===== src/rtl/jk_counter_bank_if.sv =====
// Control, data and status signals between a jk_counter_bank and its user.
interface jk_counter_bank_if #(
  parameter int unsigned WIDTH = 8
);
  logic             pr;
  logic             en;
  logic [1:0]       mode;
  logic [WIDTH-1:0] j;
  logic [WIDTH-1:0] k;
  logic [WIDTH-1:0] q;
  logic [WIDTH-1:0] q_bar;
  logic             tc;

  modport master (
    output pr, en, mode, j, k,
    input  q, q_bar, tc
  );

  modport slave (
    input  pr, en, mode, j, k,
    output q, q_bar, tc
  );
endinterface


===== src/rtl/jk_counter_bank.sv =====
// Vector JK register / modulo up-down counter with preset and terminal-count pulse.
// Define JK_COUNTER_SAT_EN to make the count modes saturate instead of wrap.
module jk_counter_bank #(
  parameter int unsigned      WIDTH      = 8,
  parameter int unsigned      MAX_COUNT  = 2**WIDTH - 1,
  parameter logic [WIDTH-1:0] PRESET_VAL = {WIDTH{1'b1}},
  parameter int unsigned      RESET_VAL  = 0
) (
  input logic              clk,
  input logic              rst,
  jk_counter_bank_if.slave bus
);
  localparam logic [1:0] MODE_JK   = 2'b00;
  localparam logic [1:0] MODE_UP   = 2'b01;
  localparam logic [1:0] MODE_DOWN = 2'b10;

  localparam logic [WIDTH-1:0] MAX_Q   = WIDTH'(MAX_COUNT);
  localparam logic [WIDTH-1:0] RESET_Q = WIDTH'(RESET_VAL);
  localparam logic [WIDTH-1:0] ONE_Q   = WIDTH'(1);

  logic [WIDTH-1:0] q_reg;
  logic [WIDTH-1:0] q_next;
  logic [WIDTH-1:0] jk_next;
  logic             tc_reg;
  logic             tc_next;

  generate
    for (genvar gi = 0; gi < WIDTH; gi++) begin : g_jk_bit
      always_comb begin
        jk_next[gi] = q_reg[gi];
        case ({bus.j[gi], bus.k[gi]})
          2'b01:   jk_next[gi] = 1'b0;
          2'b10:   jk_next[gi] = 1'b1;
          2'b11:   jk_next[gi] = ~q_reg[gi];
          default: jk_next[gi] = q_reg[gi];
        endcase
      end
    end
  endgenerate

  // Values above MAX_Q (reachable through JK mode or preset) are treated as
  // already at the limit when counting up; counting down from them is unclamped.
  always_comb begin
    q_next  = q_reg;
    tc_next = 1'b0;
    if (bus.pr) begin
      q_next = PRESET_VAL;
    end else if (bus.en) begin
      case (bus.mode)
        MODE_JK: q_next = jk_next;
        MODE_UP: begin
          if (q_reg >= MAX_Q) begin
`ifdef JK_COUNTER_SAT_EN
            q_next = MAX_Q;
`else
            q_next = '0;
`endif
            tc_next = 1'b1;
          end else begin
            q_next = q_reg + ONE_Q;
          end
        end
        MODE_DOWN: begin
          if (q_reg == '0) begin
`ifdef JK_COUNTER_SAT_EN
            q_next = '0;
`else
            q_next = MAX_Q;
`endif
            tc_next = 1'b1;
          end else begin
            q_next = q_reg - ONE_Q;
          end
        end
        default: q_next = q_reg;
      endcase
    end
  end

  always_ff @(posedge clk) begin
    if (rst) begin
      q_reg  <= RESET_Q;
      tc_reg <= 1'b0;
    end else begin
      q_reg  <= q_next;
      tc_reg <= tc_next;
    end
  end

  assign bus.q     = q_reg;
  assign bus.q_bar = ~q_reg;
  assign bus.tc    = tc_reg;
endmodule


===== src/flat_wrapper.sv =====
// flat-port wrapper written by rule: the top's interface ports become plain ports
module jk_counter_bank_flat 
#(
  parameter int unsigned      WIDTH      = 8,
  parameter int unsigned      MAX_COUNT  = 2**WIDTH - 1,
  parameter logic [WIDTH-1:0] PRESET_VAL = {WIDTH{1'b1}},
  parameter int unsigned      RESET_VAL  = 0
)
  (clk, rst, bus_pr, bus_en, bus_mode, bus_j, bus_k, bus_q, bus_q_bar, bus_tc);
  jk_counter_bank_if #(.WIDTH(WIDTH)) bus_i ();
  input logic clk;
  input logic rst;
  input wire logic [$bits(bus_i.pr)-1:0] bus_pr;
  input wire logic [$bits(bus_i.en)-1:0] bus_en;
  input wire logic [$bits(bus_i.mode)-1:0] bus_mode;
  input wire logic [$bits(bus_i.j)-1:0] bus_j;
  input wire logic [$bits(bus_i.k)-1:0] bus_k;
  output wire logic [$bits(bus_i.q)-1:0] bus_q;
  output wire logic [$bits(bus_i.q_bar)-1:0] bus_q_bar;
  output wire logic [$bits(bus_i.tc)-1:0] bus_tc;
  assign bus_i.pr = bus_pr;
  assign bus_i.en = bus_en;
  assign bus_i.mode = bus_mode;
  assign bus_i.j = bus_j;
  assign bus_i.k = bus_k;
  assign bus_q = bus_i.q;
  assign bus_q_bar = bus_i.q_bar;
  assign bus_tc = bus_i.tc;
  jk_counter_bank #(.WIDTH(WIDTH), .MAX_COUNT(MAX_COUNT), .PRESET_VAL(PRESET_VAL), .RESET_VAL(RESET_VAL)) u_core (.clk(clk), .rst(rst), .bus(bus_i));
endmodule

===== config.mk =====
export PLATFORM = sky130hd
export DESIGN_NAME = jk_counter_bank_flat
export DESIGN_NICKNAME = d
export VERILOG_FILES = /design/src/rtl/jk_counter_bank_if.sv /design/src/rtl/jk_counter_bank.sv /design/src/flat_wrapper.sv
export SDC_FILE = /design/constraint.sdc
export NUM_CORES = 1
export LEC_CHECK = 0
export CAP_MARGIN = 10
export CORE_ASPECT_RATIO = 1.1
export CORE_MARGIN = 2
export CORE_UTILIZATION = 43
export CTS_CLUSTER_DIAMETER = 60
export DETAILED_ROUTE_END_ITERATION = 8
export PLACE_DENSITY = 0.77
export SLEW_MARGIN = 10
export SYNTH_ARGS = -nofsm -noshare
export SYNTH_HDL_FRONTEND = slang
export SYNTH_SLANG_ARGS = --single-unit

===== constraint.sdc =====
create_clock -name clk -period 1.7 [get_ports clk]
set_input_delay 0.17 -clock clk [delete_from_list [all_inputs] [get_ports clk]]
set_output_delay 0.17 -clock clk [all_outputs]
set_load 0.02 [all_outputs]

==> metrics, run 1 <==
register bit total from synthesis 9; total CTS buffers 3; filler cell count approximately 220; combinational family with the most area after synthesis compound AO/OA/AOI/OAI gates; post-route fraction of the period consumed by the critical path 0.975; global router's overall resource usage 0.250; complex-gate fraction of the synthesized area 0.316; area taken by multi-input logic gates 1060 um^2; worst hold path startpoint bus_en; cell types occupying the most area after synthesis ha_1 (17%), dfxtp_1 (14%), inv_1 (4.4%), a21oi_1 (3.9%), a311oi_2 (3.5%); Cell Pwr Density roughly 530 nW/um^2; EDFF count, synth 0; final-report max-slew violation count 0; sum of net half-perimeters after detailed placement around 3200 um; share of cell area taken by muxes after synthesis 0.00780; CORE AREA 2800 um^2; DR WL/cell ~17 um; number of instances in the synthesized netlist 162; result of the run completed; Synthesized Nets 201; cell taking the most area after synthesis ha_1; Worst-Margin Slew 503 ps; remaining antenna violation count after routing 0; Starting DRT DRC Count 58; data required time at the worst endpoint roughly 1500 ps; antenna violations before repair 0; Die H approximately 60 um; Relative slew margins 0.664; max reg flops 8; count of buffers inserted at the top-level ports 38; clock tree sinks 9; worst hold path class input port to register; total area of sequential cells roughly 190 um^2; area delta synth->final 52.3%; deepest level of the CTS H-tree 1; critical path launch point u_core.bus.q[3]$_SDFFE_PP0P_; Fin Setup TNS 0 ps; DIE AREA ~3400 um^2; adder and majority cell fraction of the synthesized area 0.166; Main synth FF type dfxtp_1; count of hold-fix buffers inserted at cts 0; worst slack at placement -371 ps; Pre-antenna DRT Iters 4; area fraction of the dominant cell type after synthesis 0.166; Highest Clock Rate roughly 600 MHz; Final #Nets 259; maximum fanout along the worst path 13; max-capacitance violation count 0; path type of the worst setup path register to primary output; clock latency on the worst-skew pair 290 ps; clock transition at the register clock pins on the worst setup and hold paths after CTS approximately 70 ps; Max IR drop VDD about 0.42 mV; wire length of the first global-routing pass ~6700 um; Arrival @ worst endpoint 1490 ps; Root Buffer clkbuf_4; element type at the critical path start register; post-synthesis average cell area just under 8 um^2; final count of hold timing violations 0; Distinct cells, synth 54; weighted congestion at the end of routability-driven global placement between 0.9 and 1; leakage power summed over all cells between 0.0008 and 0.0009 uW; FFs w/ async S/R, synth 0; nature of the critical path endpoint primary output; remaining global-route overflow 0; RSZ-0062 raised after global routing yes; via count of the routed design about 1500; fin worst setup slack between 40 and 50 ps; r2r startpoint u_core.bus.q[0]$_SDFFE_PP0P_; post-synthesis share of cell area spent on and, or, nand and nor gates 0.260; Post-Syn Area about 1300 um^2; width of the die 56.1 um; register area share after synthesis 0.140; io pins 39; overall routed net length about 4200 um; number of buffers added for setup after CTS 0; TritonCTS clock tree done; Starting Density 0.458; row count 20; DR DRC count 0; clk_skew around 6 ps; share of cells above drive strength 1 0.269; vias in the first global route between 1000 and 1500; ANT cells 0; largest net degree at the start of global routing 14; xor-xnor portion of the synthesized cell area 0.0137; count of synthesis-stage warnings from yosys 0; buffer levels on the longest clock path 2; final critical path time including I/O delays and setup around 1700 ps; final count of negative-setup-slack endpoints 0; DR vias/cell just over 6; Util after Layout 0.697
kinds of logic after synthesis:
family	after synthesis
XOR/XNOR	2
flip-flops	9
AND/OR/NAND/NOR	55
buffers and inverters	27
multiplexers	1
adder cells (fa/ha/maj)	17
AO/OA/AOI/OAI	51
worst max-delay path, cell delays in order, from the launching register on:
cell             delay (ps)
dfxtp_2                 490
inv_1                   140
clkdlybuf4s50_1         570
metal layers:
layer	global-route usage	wire length [um]	vias to the layer above
li1	-	-	730
met1	0.314	1720	719
met2	0.455	2110	66
met3	0.0231	241	14
met4	0.0884	142	0
met5	0	0	-
repair_timing:
item,4_1_cts,5_1_grt
pin swaps,0,1
gates resized for setup,8,17
endpoints found under the setup margin,12,11
path summary, 6_finish.rpt:
kind / end / slack, ps / depth (start not counted)
max: bus_q_bar[3] / 40 / 2
min: u_core.bus.tc$_SDFF_PP0_ / 590 / 3
max reg2reg: u_core.bus.q[5]$_SDFFE_PP0P_ / 100 / 6
min reg2reg: u_core.bus.q[7]$_SDFFE_PP0P_ / 610 / 2
final cells by class:
class	count	share of cell area
Clock buffer	4	0.0135
Multi-Input combinational cell	126	0.543
Tap cell	33	0.0211
Sequential cell	9	0.0967
Timing Repair Buffer	63	0.293
Inverter	17	0.0327
placed cells by master (no fill, tap or decap), types with 2 or more instances in the layout:
master and n:
dfxtp_2 7, dfxtp_1 2, nand2b_1 4, clkbuf_4 3
a211oi_1 2, a21oi_1 9, o2111a_1 2, a31oi_1 5
o21a_1 3, and2_1 2, a311oi_1 3, a311oi_2 3
nor2b_1 2, xnor2_1 2, clkdlybuf4s50_1 36, ha_4 4
inv_2 6, and3_1 3, nand3_1 2, nand3b_1 6
nor2_1 5, nand4_1 5, buf_4 25, and4_1 2
nand2_1 9, nor4_1 2, o211ai_1 3, dlymetal6s2s_1 2
o211a_1 3, ha_1 12, o21ai_0 2, nor3_1 4
inv_1 11, nor3_2 3
synthesized netlist by cell type (all sizes together), types with 3 or more instances:
library cell	n
a311oi	6
nand3b	6
a211oi	3
o21a	3
ha	17
buf	8
nor2	5
inv	17
nand2	9
a31oi	5
o211ai	3
dfxtp	9
nand3	3
nand2b	4
a21oi	10
nor3	7
nand4	5
o211a	3
and3	3
power by group:
part | internal (uW) | leakage (uW) | switching, uW
clock network | 91.6 | 0.0000150 | 99.3
registers | 235 | 0.0000764 | 52.2
logic | 288 | 0.000712 | 273
total | 615 | 0.000804 | 424
per-stage QoR:
step                      hold WS [ps]  area (um^2)  cells  total power (uW)
after global placement             565         1840    248               797
after floorplan                    334         1290    162               561
after CTS                          538         1890    252              1010
after detailed placement           579         1840    248               808
final                              589         1950    252              1040
after global routing               605         1950    252              1100
No activity file was read; power rests on OpenSTA's default activity.
==> inputs of run 2 (changes only) <==
Settings changed: GPL_ROUTABILITY_DRIVEN set to 0.
==> run 2 against run 1 <==
  * Total power down 3.3%
  * Non-clock buffer count fell by 1
  * Largest cell class unchanged
  * Largest power group unchanged
  * Via count grew 0.46%
  * Highest routed layer unchanged
==> metrics, run 2 (same netlist as run 1, synthesis figures left out) <==
antenna violations before repair 0 (unchanged); hold slack 533 ps (-55.6 ps); io pins 39 (unchanged); Starting DRT DRC Count 43 (-26%); maximum fanout along the worst path 11 (-2); data required time at the worst endpoint 1530 ps (about the same); Worst-Margin Slew 500 ps (-2.43 ps); hold path depth 2 (-1); wire length of the first global-routing pass 6440 um (-4.2%); overall routed net length 3930 um (-6.8%); element type at the critical path start register; clock latency on the worst-skew pair 270 ps (-20 ps); result of the run completed; buffer levels on the longest clock path 2 (unchanged); Highest Clock Rate 606 MHz (+0.48%); max reg flops 8 (unchanged); leakage power summed over all cells 0.000783 uW (-2.6%); filler cell count 236 (+8.8%); worst hold path class register to register; crit path cell chain clkdlybuf4s50_1; Max IR drop VDD 0.390 mV (-7.3%); Root Buffer clkbuf_4; DR DRC count 0 (unchanged); Final #Nets 258 (-0.39%); count of buffers inserted at the top-level ports 38 (unchanged); most common library cell in the layout ignoring fill and taps clkdlybuf4s50_1; final-report max-slew violation count 0 (unchanged); top cell family by delay on the critical path buffers and inverters; DIE AREA 3440 um^2 (unchanged); RSZ-0062 raised after global routing no; ANT cells 0 (unchanged); r2r startpoint u_core.bus.q[0]$_SDFFE_PP0P_; capture instance of the worst register-to-register path u_core.bus.q[5]$_SDFFE_PP0P_; Arrival @ worst endpoint 1480 ps (about the same); final critical path time including I/O delays and setup 1650 ps (-7.98 ps); commonest non-fill, non-tap cells in the layout clkdlybuf4s50_1 (37), buf_4 (24), ha_1 (12); Relative slew margins 0.665 (+0.00162); deepest level of the CTS H-tree 1 (unchanged); worst hold path startpoint u_core.bus.q[1]$_SDFFE_PP0P_; share of cells above drive strength 1 0.248 (-0.0217); Fin Setup TNS 0 ps (unchanged); TritonCTS clock tree done; count of cells along the worst register-to-register path 6 (unchanged); via count of the routed design 1536 (+0.46%); clk_skew 2.75 ps (-3.34 ps); CORE AREA 2800 um^2 (unchanged); clock tree sinks 9 (unchanged); final count of negative-setup-slack endpoints 0 (unchanged); largest net degree at the start of global routing 14 (unchanged); sum of net half-perimeters after detailed placement 3060 um (-5.7%); Starting Density 0.458 (unchanged); internal reg-to-reg setup slack 90 ps (about the same); Cell Pwr Density 525 nW/um^2 (-1.2%); maximum single-stage delay on the critical path 680 ps (+110 ps); area delta synth->final 49.2%; DR vias/cell 6.12 (+0.86%); global router's overall resource usage 0.236 (-0.0144); remaining global-route overflow 0 (unchanged); total CTS buffers 3 (unchanged); nature of the critical path endpoint primary output; Pre-antenna DRT Iters 4 (unchanged); number of buffer and inverter stages on the critical path 1 (-1); width of the die 56.1 um (unchanged); clock transition at the register clock pins on the worst setup and hold paths after CTS 70 ps (about the same); row count 20 (unchanged); final count of hold timing violations 0 (unchanged); worst hold path endpoint u_core.bus.q[1]$_SDFFE_PP0P_; vias in the first global route 1419 (-0.28%); path type of the worst setup path register to primary output; post-route fraction of the period consumed by the critical path 0.970 (-0.00470); remaining antenna violation count after routing 0 (unchanged); CP max stage cell clkdlybuf4s50_1; DR WL/cell 15.7 um (-6.4%); Die H 61.3 um (unchanged); max-capacitance violation count 0 (unchanged)
## run 2: cell count changes in the layout (fill, tap and decap cells not counted), sizes merged
| cell | before | now |
|---|---|---|
| buf | 25 | 24 |
| clkdlybuf4s50 | 36 | 37 |
| dlymetal6s2s | 2 | 1 |
## run 2: per-layer routing
layer	vias up	track usage	wire length (um)
met5	-	0	0
met4	0	0.0884	83
met3	13	0.0273	277
met2	82	0.427	1940
met1	710	0.293	1630
li1	731	-	-
## run 2: through the flow
stage               std cells  total power, uW  cell area (um^2)   util  setup WS (ps)
floorplan                 162              561              1290      -           17.7
global placement          247              782              1830  0.653           -271
detailed placement        247              796              1830  0.653           -331
CTS                       251              976              1860  0.663           4.24
global route              251             1070              1910  0.683           1.67
finish                    251             1010              1910  0.683           50.2
## run 2: timing repair
| action | in CTS | in global routing |
|---|---|---|
| endpoints found under the setup margin | 8 | 11 |
| resized for setup | 2 | 16 |
| buffers inserted | 0 | 0 |
| gates cloned | 0 | 0 |
| hold buffers | 0 | 0 |
## run 2: area by class of cell
type / count / area [um^2] / share of cell area
clock buffers: 4 / 26.3 / 0.0137
inverters: 17 / 63.8 / 0.0334
multi-input cells: 126 / 1030 / 0.539
flip-flops and latches: 9 / 188 / 0.0981
well taps: 33 / 41.3 / 0.0216
repair buffers: 62 / 563 / 0.294
## run 2: how the worst max path moves through the flow
stage                                               to                    startpoint  cells after the start
after floorplan           u_core.bus.q[5]$_SDFFE_PP0P_  u_core.bus.q[0]$_SDFFE_PP0P_                      6
after global placement    u_core.bus.q[5]$_SDFFE_PP0P_                   bus_mode[0]                      7
after detailed placement  u_core.bus.q[2]$_SDFFE_PP0P_                   bus_mode[0]                      7
after CTS                                 bus_q_bar[5]  u_core.bus.q[5]$_SDFFE_PP0P_                      2
after global routing      u_core.bus.q[1]$_SDFFE_PP0P_                   bus_mode[1]                      8
final                                         bus_q[6]  u_core.bus.q[6]$_SDFFE_PP0P_                      1
## run 2: where the power goes
group	switching (uW)	leakage, uW	internal [uW]
clock network	86.2	0.0000150	90.9
registers	52.9	0.0000763	234
logic	263	0.000692	278
==> inputs of run 3 (changes only) <==
Settings changed: CAP_MARGIN 10 to 20.
==> results of run 3 <==
No change in the layout: final DEF, timing and power equal those of run 2.
